`src/rtl/reset_seq_pkg.sv`:
```
// Shared state encoding, default parameter values and counter sizing
// for the staged reset sequencer.
package reset_seq_pkg;

    typedef enum logic [1:0] {
        ST_ASSERT    = 2'd0,
        ST_RELEASE   = 2'd1,
        ST_WAIT_DONE = 2'd2,
        ST_RUN       = 2'd3
    } seq_state_t;

    localparam int DEF_NUM_STAGES      = 3;
    localparam int DEF_SYNC_DEPTH      = 3;
    localparam int DEF_DEBOUNCE_CYCLES = 16;
    localparam int DEF_STAGE_GAP       = 4;
    localparam int DEF_DONE_STAGE      = 1;
    localparam int DEF_TIMEOUT_CYCLES  = 1024;

    // Bits needed for a counter that must be able to hold 'limit'.
    function automatic int cnt_width(input int limit);
        return (limit < 1) ? 1 : $clog2(limit + 1);
    endfunction

endpackage

```
`src/rtl/sync_debounce.sv`:
```
// Multi-flop synchronizer followed by a press qualifier: one o_press pulse once
// the synced input has been high for DEBOUNCE_CYCLES consecutive cycles.
module sync_debounce
    import reset_seq_pkg::*;
#(
    parameter int SYNC_DEPTH      = DEF_SYNC_DEPTH,
    parameter int DEBOUNCE_CYCLES = DEF_DEBOUNCE_CYCLES
) (
    input  logic clk,
    input  logic rst_n,
    input  logic i_async,
    output logic o_sync,
    output logic o_press
);

    localparam int              CW       = cnt_width(DEBOUNCE_CYCLES);
    localparam logic [CW-1:0]   CNT_MAX  = CW'(DEBOUNCE_CYCLES);
    localparam logic [CW-1:0]   CNT_FIRE = CW'(DEBOUNCE_CYCLES - 1);

    logic [SYNC_DEPTH-1:0] r_sync;
    logic [CW-1:0]         r_cnt;
    logic                  r_press;
    logic                  w_sync;

    assign w_sync = r_sync[SYNC_DEPTH-1];

    // Counter parks at CNT_MAX while held high, so only one pulse per press.
    always_ff @(posedge clk or negedge rst_n) begin
        if (!rst_n) begin
            r_sync  <= '0;
            r_cnt   <= '0;
            r_press <= 1'b0;
        end else begin
            r_sync  <= {r_sync[SYNC_DEPTH-2:0], i_async};
            r_press <= w_sync && (r_cnt == CNT_FIRE);
            if (!w_sync)
                r_cnt <= '0;
            else if (r_cnt != CNT_MAX)
                r_cnt <= r_cnt + 1'b1;
        end
    end

    assign o_sync  = w_sync;
    assign o_press = r_press;

endmodule

```
`src/rtl/reset_sequencer.sv`:
```
// Staged reset release: rst_out bits drop one at a time, STAGE_GAP apart, once PLL lock
// is stable. Optional init_done watchdog is enabled by defining RESET_SEQ_WATCHDOG_EN.
module reset_sequencer
    import reset_seq_pkg::*;
#(
    parameter int NUM_STAGES      = DEF_NUM_STAGES,
    parameter int SYNC_DEPTH      = DEF_SYNC_DEPTH,
    parameter int DEBOUNCE_CYCLES = DEF_DEBOUNCE_CYCLES,
    parameter int STAGE_GAP       = DEF_STAGE_GAP,
    parameter int DONE_STAGE      = DEF_DONE_STAGE,
    parameter int TIMEOUT_CYCLES  = DEF_TIMEOUT_CYCLES
) (
    input  logic                  clk,
    input  logic                  rst_n,
    input  logic                  btn_in,
    input  logic                  pll_lock,
    input  logic                  init_done,
    output logic [NUM_STAGES-1:0] rst_out,
    output logic                  seq_busy,
    output logic                  timeout_flag
);

    localparam int                    GW       = cnt_width(STAGE_GAP);
    localparam logic [GW-1:0]         GAP_MAX  = GW'(STAGE_GAP);
    localparam logic [GW-1:0]         GAP_FIRE = GW'(STAGE_GAP - 1);
    localparam int                    IW       = cnt_width(NUM_STAGES);
    localparam logic [IW-1:0]         LAST_IDX = IW'(NUM_STAGES - 1);
    localparam logic [IW-1:0]         DONE_IDX = IW'(DONE_STAGE);
    localparam bit                    WAIT_EN  = (DONE_STAGE < NUM_STAGES);
    localparam logic [NUM_STAGES-1:0] ONE_LSB  = NUM_STAGES'(1);

    if (NUM_STAGES < 1 || NUM_STAGES > 8 || SYNC_DEPTH < 2 || SYNC_DEPTH > 4 ||
        DEBOUNCE_CYCLES < 1 || STAGE_GAP < 1 || DONE_STAGE < 0 || TIMEOUT_CYCLES < 1) begin : g_param_err
        $error("reset_sequencer: parameter out of range");
    end

    seq_state_t            r_state, next_state;
    logic [IW-1:0]         r_idx, next_idx;
    logic [GW-1:0]         r_gap, next_gap;
    logic [NUM_STAGES-1:0] r_rst, next_rst;
    logic                  r_busy;
    logic                  r_done_ok, next_done_ok;
    logic [SYNC_DEPTH-1:0] r_lock_sync;
    logic                  w_lock;
    logic                  w_press;
    logic                  w_release;

    sync_debounce #(
        .SYNC_DEPTH      (SYNC_DEPTH),
        .DEBOUNCE_CYCLES (DEBOUNCE_CYCLES)
    ) u_btn (
        .clk     (clk),
        .rst_n   (rst_n),
        .i_async (btn_in),
        .o_sync  (),
        .o_press (w_press)
    );

    assign w_lock = r_lock_sync[SYNC_DEPTH-1];

`ifdef RESET_SEQ_WATCHDOG_EN
    localparam int            WW      = cnt_width(TIMEOUT_CYCLES);
    localparam logic [WW-1:0] WD_FIRE = WW'(TIMEOUT_CYCLES - 1);
    logic [WW-1:0] r_wd, next_wd;
    logic          r_flag, next_flag;

    always_ff @(posedge clk or negedge rst_n) begin
        if (!rst_n) begin
            r_wd   <= '0;
            r_flag <= 1'b0;
        end else begin
            r_wd   <= next_wd;
            r_flag <= next_flag;
        end
    end

    assign timeout_flag = r_flag;
`else
    assign timeout_flag = 1'b0;
`endif

    // r_done_ok marks that init_done has already released the gated stage this pass.
    always_comb begin
        next_state   = r_state;
        next_idx     = r_idx;
        next_gap     = r_gap;
        next_rst     = r_rst;
        next_done_ok = r_done_ok;
        w_release    = 1'b0;
`ifdef RESET_SEQ_WATCHDOG_EN
        next_wd      = '0;
        next_flag    = r_flag;
`endif
        if (w_press || !w_lock) begin
            next_state   = ST_ASSERT;
            next_idx     = '0;
            next_gap     = '0;
            next_rst     = '1;
            next_done_ok = 1'b0;
        end else begin
            case (r_state)
                ST_ASSERT, ST_RELEASE: begin
                    if (r_gap == GAP_FIRE) begin
                        next_gap = '0;
                        if (WAIT_EN && (r_idx == DONE_IDX) && !r_done_ok && !init_done)
                            next_state = ST_WAIT_DONE;
                        else
                            w_release = 1'b1;
                    end else if (r_gap != GAP_MAX) begin
                        next_gap = r_gap + 1'b1;
                    end
                end
                ST_WAIT_DONE: begin
                    if (init_done) begin
                        next_state   = ST_RELEASE;
                        next_gap     = '0;
                        next_done_ok = 1'b1;
                    end
`ifdef RESET_SEQ_WATCHDOG_EN
                    else if (r_wd == WD_FIRE) begin
                        next_flag  = 1'b1;
                        next_state = ST_ASSERT;
                        next_idx   = '0;
                        next_rst   = '1;
                    end else begin
                        next_wd = r_wd + 1'b1;
                    end
`endif
                end
                ST_RUN: begin
                end
                default: next_state = ST_ASSERT;
            endcase

            if (w_release) begin
                next_rst   = r_rst & ~(ONE_LSB << r_idx);
                next_idx   = r_idx + 1'b1;
                next_state = (r_idx == LAST_IDX) ? ST_RUN : ST_RELEASE;
            end
        end
    end

    always_ff @(posedge clk or negedge rst_n) begin
        if (!rst_n) begin
            r_state     <= ST_ASSERT;
            r_idx       <= '0;
            r_gap       <= '0;
            r_rst       <= '1;
            r_busy      <= 1'b1;
            r_done_ok   <= 1'b0;
            r_lock_sync <= '0;
        end else begin
            r_state     <= next_state;
            r_idx       <= next_idx;
            r_gap       <= next_gap;
            r_rst       <= next_rst;
            r_busy      <= |next_rst;
            r_done_ok   <= next_done_ok;
            r_lock_sync <= {r_lock_sync[SYNC_DEPTH-2:0], pll_lock};
        end
    end

    assign rst_out  = r_rst;
    assign seq_busy = r_busy;

endmodule

```
`config.mk`:
```
export PLATFORM = sky130hd
export DESIGN_NAME = reset_sequencer
export DESIGN_NICKNAME = d
export VERILOG_FILES = /design/src/rtl/reset_seq_pkg.sv /design/src/rtl/sync_debounce.sv /design/src/rtl/reset_sequencer.sv
export SDC_FILE = /design/constraint.sdc
export NUM_CORES = 1
export LEC_CHECK = 0
export CORE_MARGIN = 5
export CORE_UTILIZATION = 40
export DETAILED_ROUTE_END_ITERATION = 8
export SKIP_CTS_REPAIR_TIMING = 1
export SYNTH_ARGS = -nofsm -noshare
export SYNTH_HDL_FRONTEND = slang
export SYNTH_SLANG_ARGS = --single-unit
```
`constraint.sdc`:
```
create_clock -name clk -period 3.2 [get_ports clk]
set_clock_uncertainty 0.1 [all_clocks]
set_input_delay 0.32 -clock clk [delete_from_list [all_inputs] [get_ports clk]]
set_output_delay 0.32 -clock clk [all_outputs]
set_load 0.005 [all_outputs]
```
==> impl_metrics.yaml, run 1 <==
layout:
  final_layout_size_suffix_gt1_share_pct: 14.81
  diodes: 0
  nFillCells: 263
  areaGrowthSynthToFinish_pct: 13.35
  nets: 122
  final_cells: 139
setup_path:
  path_class: "reg -> out"
  crit_family: "flip-flops"
  worstSetupEndpointType: "output port"
  slowest_delay_ns: 0.56
  crit_required_ns: 2.78
  critPathSlowestCell: "dfstp_2"
  ff2ff_path_depth: 6
  path_buf_inv: 1
  reg2reg_slack_ns: 1.70
  crit_start: "rst_out[0]$_DFF_PN1_"
  regToRegEndpoint: "r_idx[1]$_DFFE_PN0P_"
  cp_data_arrival_time_ns: 1.36
  cp_max_fo: 2
  r2r_start: "r_idx[1]$_DFFE_PN0P_"
  cp_cell_sequence: "clkdlybuf4s50_1"
  crit_path_start_kind: "flip-flop"
cts:
  clkTransAtPathRegs_ns: 0.12
  clkSinkCount: 24
  cts_tree: "yes"
  insertion_delay_ns: 0.31
  cts_max_path_buffers: 2
  cts_buffers: 3
  h-tree-depth: 1
  cts_root_buf: "clkbuf_4"
synthesis:
  synth_top_area_share_pct: 44.49
  syn_area_mm2: 0.001125
  yosysWarnings: 0
  synth_nets: 110
  synth_area_leaders: "dfrtp_1 (44%), dfstp_2 (9.3%), ha_1 (8.9%), inv_1 (3.7%), mux2i_1 (3.6%)"
  synth_top_area_cell: "dfrtp_1"
  synthCells: 97
  synth-seq-area-share_pct: 53.84
  syn_area_per_cell_um2: 11.60
  ys_types: 31
  ys_seq_elements: 24
grt:
  grtUsageTotal_pct: 9.535
  grt_max_degree: 23
  antenna_found_initial: 0
  globalRouteOverflowTotal: 0
  grt_pass1_vias: 675
  grt_pass1_wl_mm: 2.994
floorplan:
  coreArea_mm2: 0.002734
  initial_core_util_pct: 41.14
  rows: 19
  fp.dieH_um: 63.03
  dieArea_mm2: 0.003973
  pin_count: 10
  die_w_um: 63.03
placement:
  port_buffers: 8
  gp_congestion: 0.7631
  dp_hpwl_mm: 1.269
  placedCellCount: 135
drt:
  viasPerCell: 4.748
  drt-pass1-iter-count: 4
  ant_nets: 0
  wl_per_cell_um: 12.24
  drt_iter0_drc: 16
  drc: 0
  totalWireLength_mm: 1.702
  routed-via-count: 660
sta:
  worst_pin_slew_ns: 0.9647
  maxSlewViolCount: 0
  rsz0062_at_grt: "false"
  fin_tns_setup_ns: 0
  relSlewSlack_pct: 35.48
  fin_crit_sh_pct: 55.62
  setup_viol: 0
  min_period_ns: 1.780
  clock.fmax_mhz: 561.9
  hold_violations: 0
outcome:
  status: "complete, no violations"
power:
  cellLeakagePower_nw: 0.5788
  p_per_area_mw_per_mm2: 420.8
  p_total_mw: 0.5365
  ir_drop_v: 0.0003095
min_path:
  holdPathEnd: "r_lock_sync[2]$_DFF_PN0_"
  holdCritPathClass: "reg -> reg"
  min_from: "r_lock_sync[1]$_DFF_PN0_"
  whs_path_depth: 0
job:
  max_cap_viol_count: 0
stage by stage:
stage | area (um2) | setup WS [ns] | utilization [%] | hold slack [ns]
global placement | 1239 | 1.490 | 45.31 | 0.2332
floorplan | 1125 | 1.766 | - | -0.07559
CTS | 1275 | 1.394 | 46.64 | 0.2749
finish | 1275 | 1.420 | 46.64 | 0.2673
global route | 1275 | 1.362 | 46.64 | 0.2794
detailed placement | 1239 | 1.452 | 45.31 | 0.2449
cells in the mapped netlist:
master	n
nand4_1	2
and2_1	3
xnor2_1	3
nand3_1	2
clkbuf_2	1
mux2i_1	4
ha_1	8
nor3b_2	1
o211ai_1	1
o21ai_2	2
nand2b_4	1
nand2_1	6
dfstp_2	4
o21a_1	3
nor2_1	4
nand3b_1	1
a21oi_1	3
buf_4	1
conb_1	1
nor3b_4	1
inv_1	11
nor2b_1	3
o21ba_1	1
a21oi_2	1
and3_1	1
dfrtp_1	20
nand2b_1	3
o21ai_0	1
o21ai_1	2
nor3b_1	1
nor3_4	1
sequential cells by signal, summed over array words and instances, names as in the netlist:
register,count
r_done_ok,1
r_gap,3
u_btn.o_press,1
r_lock_sync,3
u_btn.r_cnt,5
u_btn.r_sync,3
r_state,2
r_idx,2
seq_busy,1
rst_out,3
routing by layer:
| metal | routed length, um | vias to the layer above | part of all wire [%] | global-route usage, % |
|---|---|---|---|---|
| met2 | 837 | 15 | 49 | 15.38 |
| met4 | 13 | 0 | 0.76 | 3.183 |
| met1 | 757 | 307 | 44 | 11.15 |
| li1 | - | 336 | - | - |
| met5 | 0 | - | 0 | 0 |
| met3 | 93 | 2 | 5.5 | 4.317 |
how the worst max path moves through the flow:
stage	end	slack (ns)	cells past startpoint
2_1_floorplan	u_btn.r_cnt[4]$_DFFE_PN0P_	1.77	5
3_3_place_gp	rst_out[1]$_DFF_PN1_	1.49	2
3_5_place_dp	rst_out[1]$_DFF_PN1_	1.45	2
4_1_cts	rst_out[0]	1.39	1
5_1_grt	rst_out[0]	1.36	1
6_report	rst_out[0]	1.42	1
layout make-up:
class                      count  area (um2)  area share (%)
timing repair buffer           9       87.58           6.869
tap                           31       38.79           3.042
sequential                    24       605.6           47.50
clock buffer                   4       36.28           2.846
inverter                      11       41.29           3.238
multi-input combinational     60       465.4           36.51
kinds of logic (layout without fill, tap and decap cells):
family,after synthesis,count (layout),synth area share [%]
and+or+nand+nor,30,30,17.69
DFF,24,24,53.84
AOI/OAI and AO/OA,14,14,8.565
buffers and inverters,13,24,4.783
adders and majority gates,8,8,8.899
muxes,4,4,3.560
xor gates and xnor gates,3,3,2.336
other,1,1,0.3334
placed cells by master (no fill, tap or decap), types with 2 or more instances in the layout:
master | Yosys | layout
a21oi_1 | 3 | 3
and2_1 | 3 | 3
clkbuf_4 | 0 | 3
clkdlybuf4s50_1 | 0 | 8
dfrtp_1 | 20 | 20
dfstp_2 | 4 | 4
ha_1 | 8 | 8
inv_1 | 11 | 11
mux2i_1 | 4 | 4
nand2_1 | 6 | 6
nand2b_1 | 3 | 3
nand3_1 | 2 | 2
nand4_1 | 2 | 2
nor2_1 | 4 | 4
nor2b_1 | 3 | 3
o21a_1 | 3 | 3
o21ai_1 | 2 | 2
o21ai_2 | 2 | 2
xnor2_1 | 3 | 3
report_power, final:
group | internal [mW] | switching (mW) | total (mW)
sequential | 0.317 | 0.00916 | 0.326
combinational | 0.0258 | 0.0293 | 0.0551
clock | 0.0694 | 0.0858 | 0.155
Note: power is estimated with default switching activity, not from simulation.
==> run 2: changes to the inputs <==
clock period = 1.7 ns   (was 3.2 ns; I/O delays follow)
==> impl_metrics.yaml, run 2 (synthesized netlist as in run 1, its figures left out) <==
outcome:
  status: "complete, no violations"
layout:
  diodes: 0
  final_core_util_pct: 47.73
  nFillCells: 249
  largest_reg_flops: 5
  postLayoutCellArea_mm2: 0.001305
  nets: 126
  final_cells: 143
  areaGrowthSynthToFinish_pct: 16.02
  layout_commonest_cell: "dfrtp_1"
  final_cell_mix: "dfrtp_1 (20), inv_1 (11), ha_1 (8), clkdlybuf4s50_1 (8), nand2_1 (6)"
  final_layout_size_suffix_gt1_share_pct: 17.86
  largest_register: "u_btn.r_cnt"
placement:
  pre_cts_slack_ns: 0.1912
  port_buffers: 8
  gp_congestion: 0.8590
  dpl_cell_area_mm2: 0.001254
  placedCellCount: 137
  dp_hpwl_mm: 1.321
sta:
  min_period_ns: 1.630
  fin_tns_setup_ns: 0
  setup_viol: 0
  maxSlewViolCount: 0
  whs_ns: 0.01028
  clock.fmax_mhz: 613.4
  fin_ws_ns: 0.06979
  hold_violations: 0
  fin_crit_sh_pct: 95.89
  rsz0062_at_grt: "false"
cts:
  cts_root_buf: "clkbuf_4"
  cts_buffers: 3
  h-tree-depth: 1
  cts_max_path_buffers: 2
  insertion_delay_ns: 0.31
  clkTransAtPathRegs_ns: 0.13
  cts_tree: "yes"
  clkSinkCount: 24
power:
  p_total_mw: 1.014
  cellLeakagePower_nw: 0.5967
  ir_drop_v: 0.0006403
  p_per_area_mw_per_mm2: 777.2
floorplan:
  coreArea_mm2: 0.002734
  rows: 19
  fp.dieH_um: 63.03
  dieArea_mm2: 0.003973
  die_w_um: 63.03
  pin_count: 10
  initial_core_util_pct: 41.14
drt:
  drt_iter0_drc: 33
  ant_nets: 0
  wl_per_cell_um: 11.76
  totalWireLength_mm: 1.682
  routed-via-count: 692
  drt-pass1-iter-count: 4
  drc: 0
  viasPerCell: 4.839
setup_path:
  crit_family: "flip-flops"
  worstSetupEndpointType: "output port"
  crit_start: "rst_out[2]$_DFF_PN1_"
  crit_path_start_kind: "flip-flop"
  cp_cell_sequence: "clkdlybuf4s50_1"
  cp_max_fo: 2
  path_class: "reg -> out"
  slowest_delay_ns: 0.56
  cp_data_arrival_time_ns: 1.36
  r2r_start: "u_btn.r_cnt[0]$_DFFE_PN0P_"
  path_buf_inv: 1
  crit_required_ns: 1.43
  critPathSlowestCell: "dfstp_2"
grt:
  globalRouteOverflowTotal: 0
  grtUsageTotal_pct: 9.895
  grt_max_degree: 14
  grt_pass1_vias: 706
  grt_pass1_wl_mm: 3.091
  antenna_found_initial: 0
job:
  max_cap_viol_count: 0
min_path:
  holdCritPathClass: "in -> async"
run 2: layout make-up:
| class | instances | area [um2] | share of cell area (%) |
|---|---|---|---|
| multi-input cells | 60 | 465.4 | 35.67 |
| well taps | 31 | 38.79 | 2.972 |
| inverters | 11 | 41.29 | 3.164 |
| clock buffers | 4 | 36.28 | 2.780 |
| repair buffers | 13 | 117.6 | 9.012 |
| flip-flops and latches | 24 | 605.6 | 46.40 |
run 2: worst paths after layout:
check                           cells past startpoint                          to  slack (ns)
worst max-delay path                                1                  rst_out[2]        0.07
worst min-delay path                                1        r_gap[2]$_DFFE_PN0P_        0.01
worst max register to register                      5  u_btn.r_cnt[4]$_DFFE_PN0P_        0.19
worst min register to register                      0    r_lock_sync[1]$_DFF_PN0_        0.26
max in group asynchronous                           2    r_lock_sync[2]$_DFF_PN0_        1.01
min in group clk                                    1   u_btn.r_sync[0]$_DFF_PN0_        0.19
run 2: layer usage:
metal | track usage [%] | routed length [um] | vias to the layer above
met2 | 16.54 | 812 | 13
li1 | - | - | 345
met4 | 3.183 | 19 | 0
met3 | 4.496 | 91 | 2
met5 | 0 | 0 | -
met1 | 11.10 | 759 | 332
run 2: where the power goes:
| part | internal [mW] | switching [mW] | total, mW |
|---|---|---|---|
| registers | 0.597 | 0.0166 | 0.613 |
| logic | 0.0529 | 0.0563 | 0.109 |
| clock network | 0.131 | 0.161 | 0.292 |
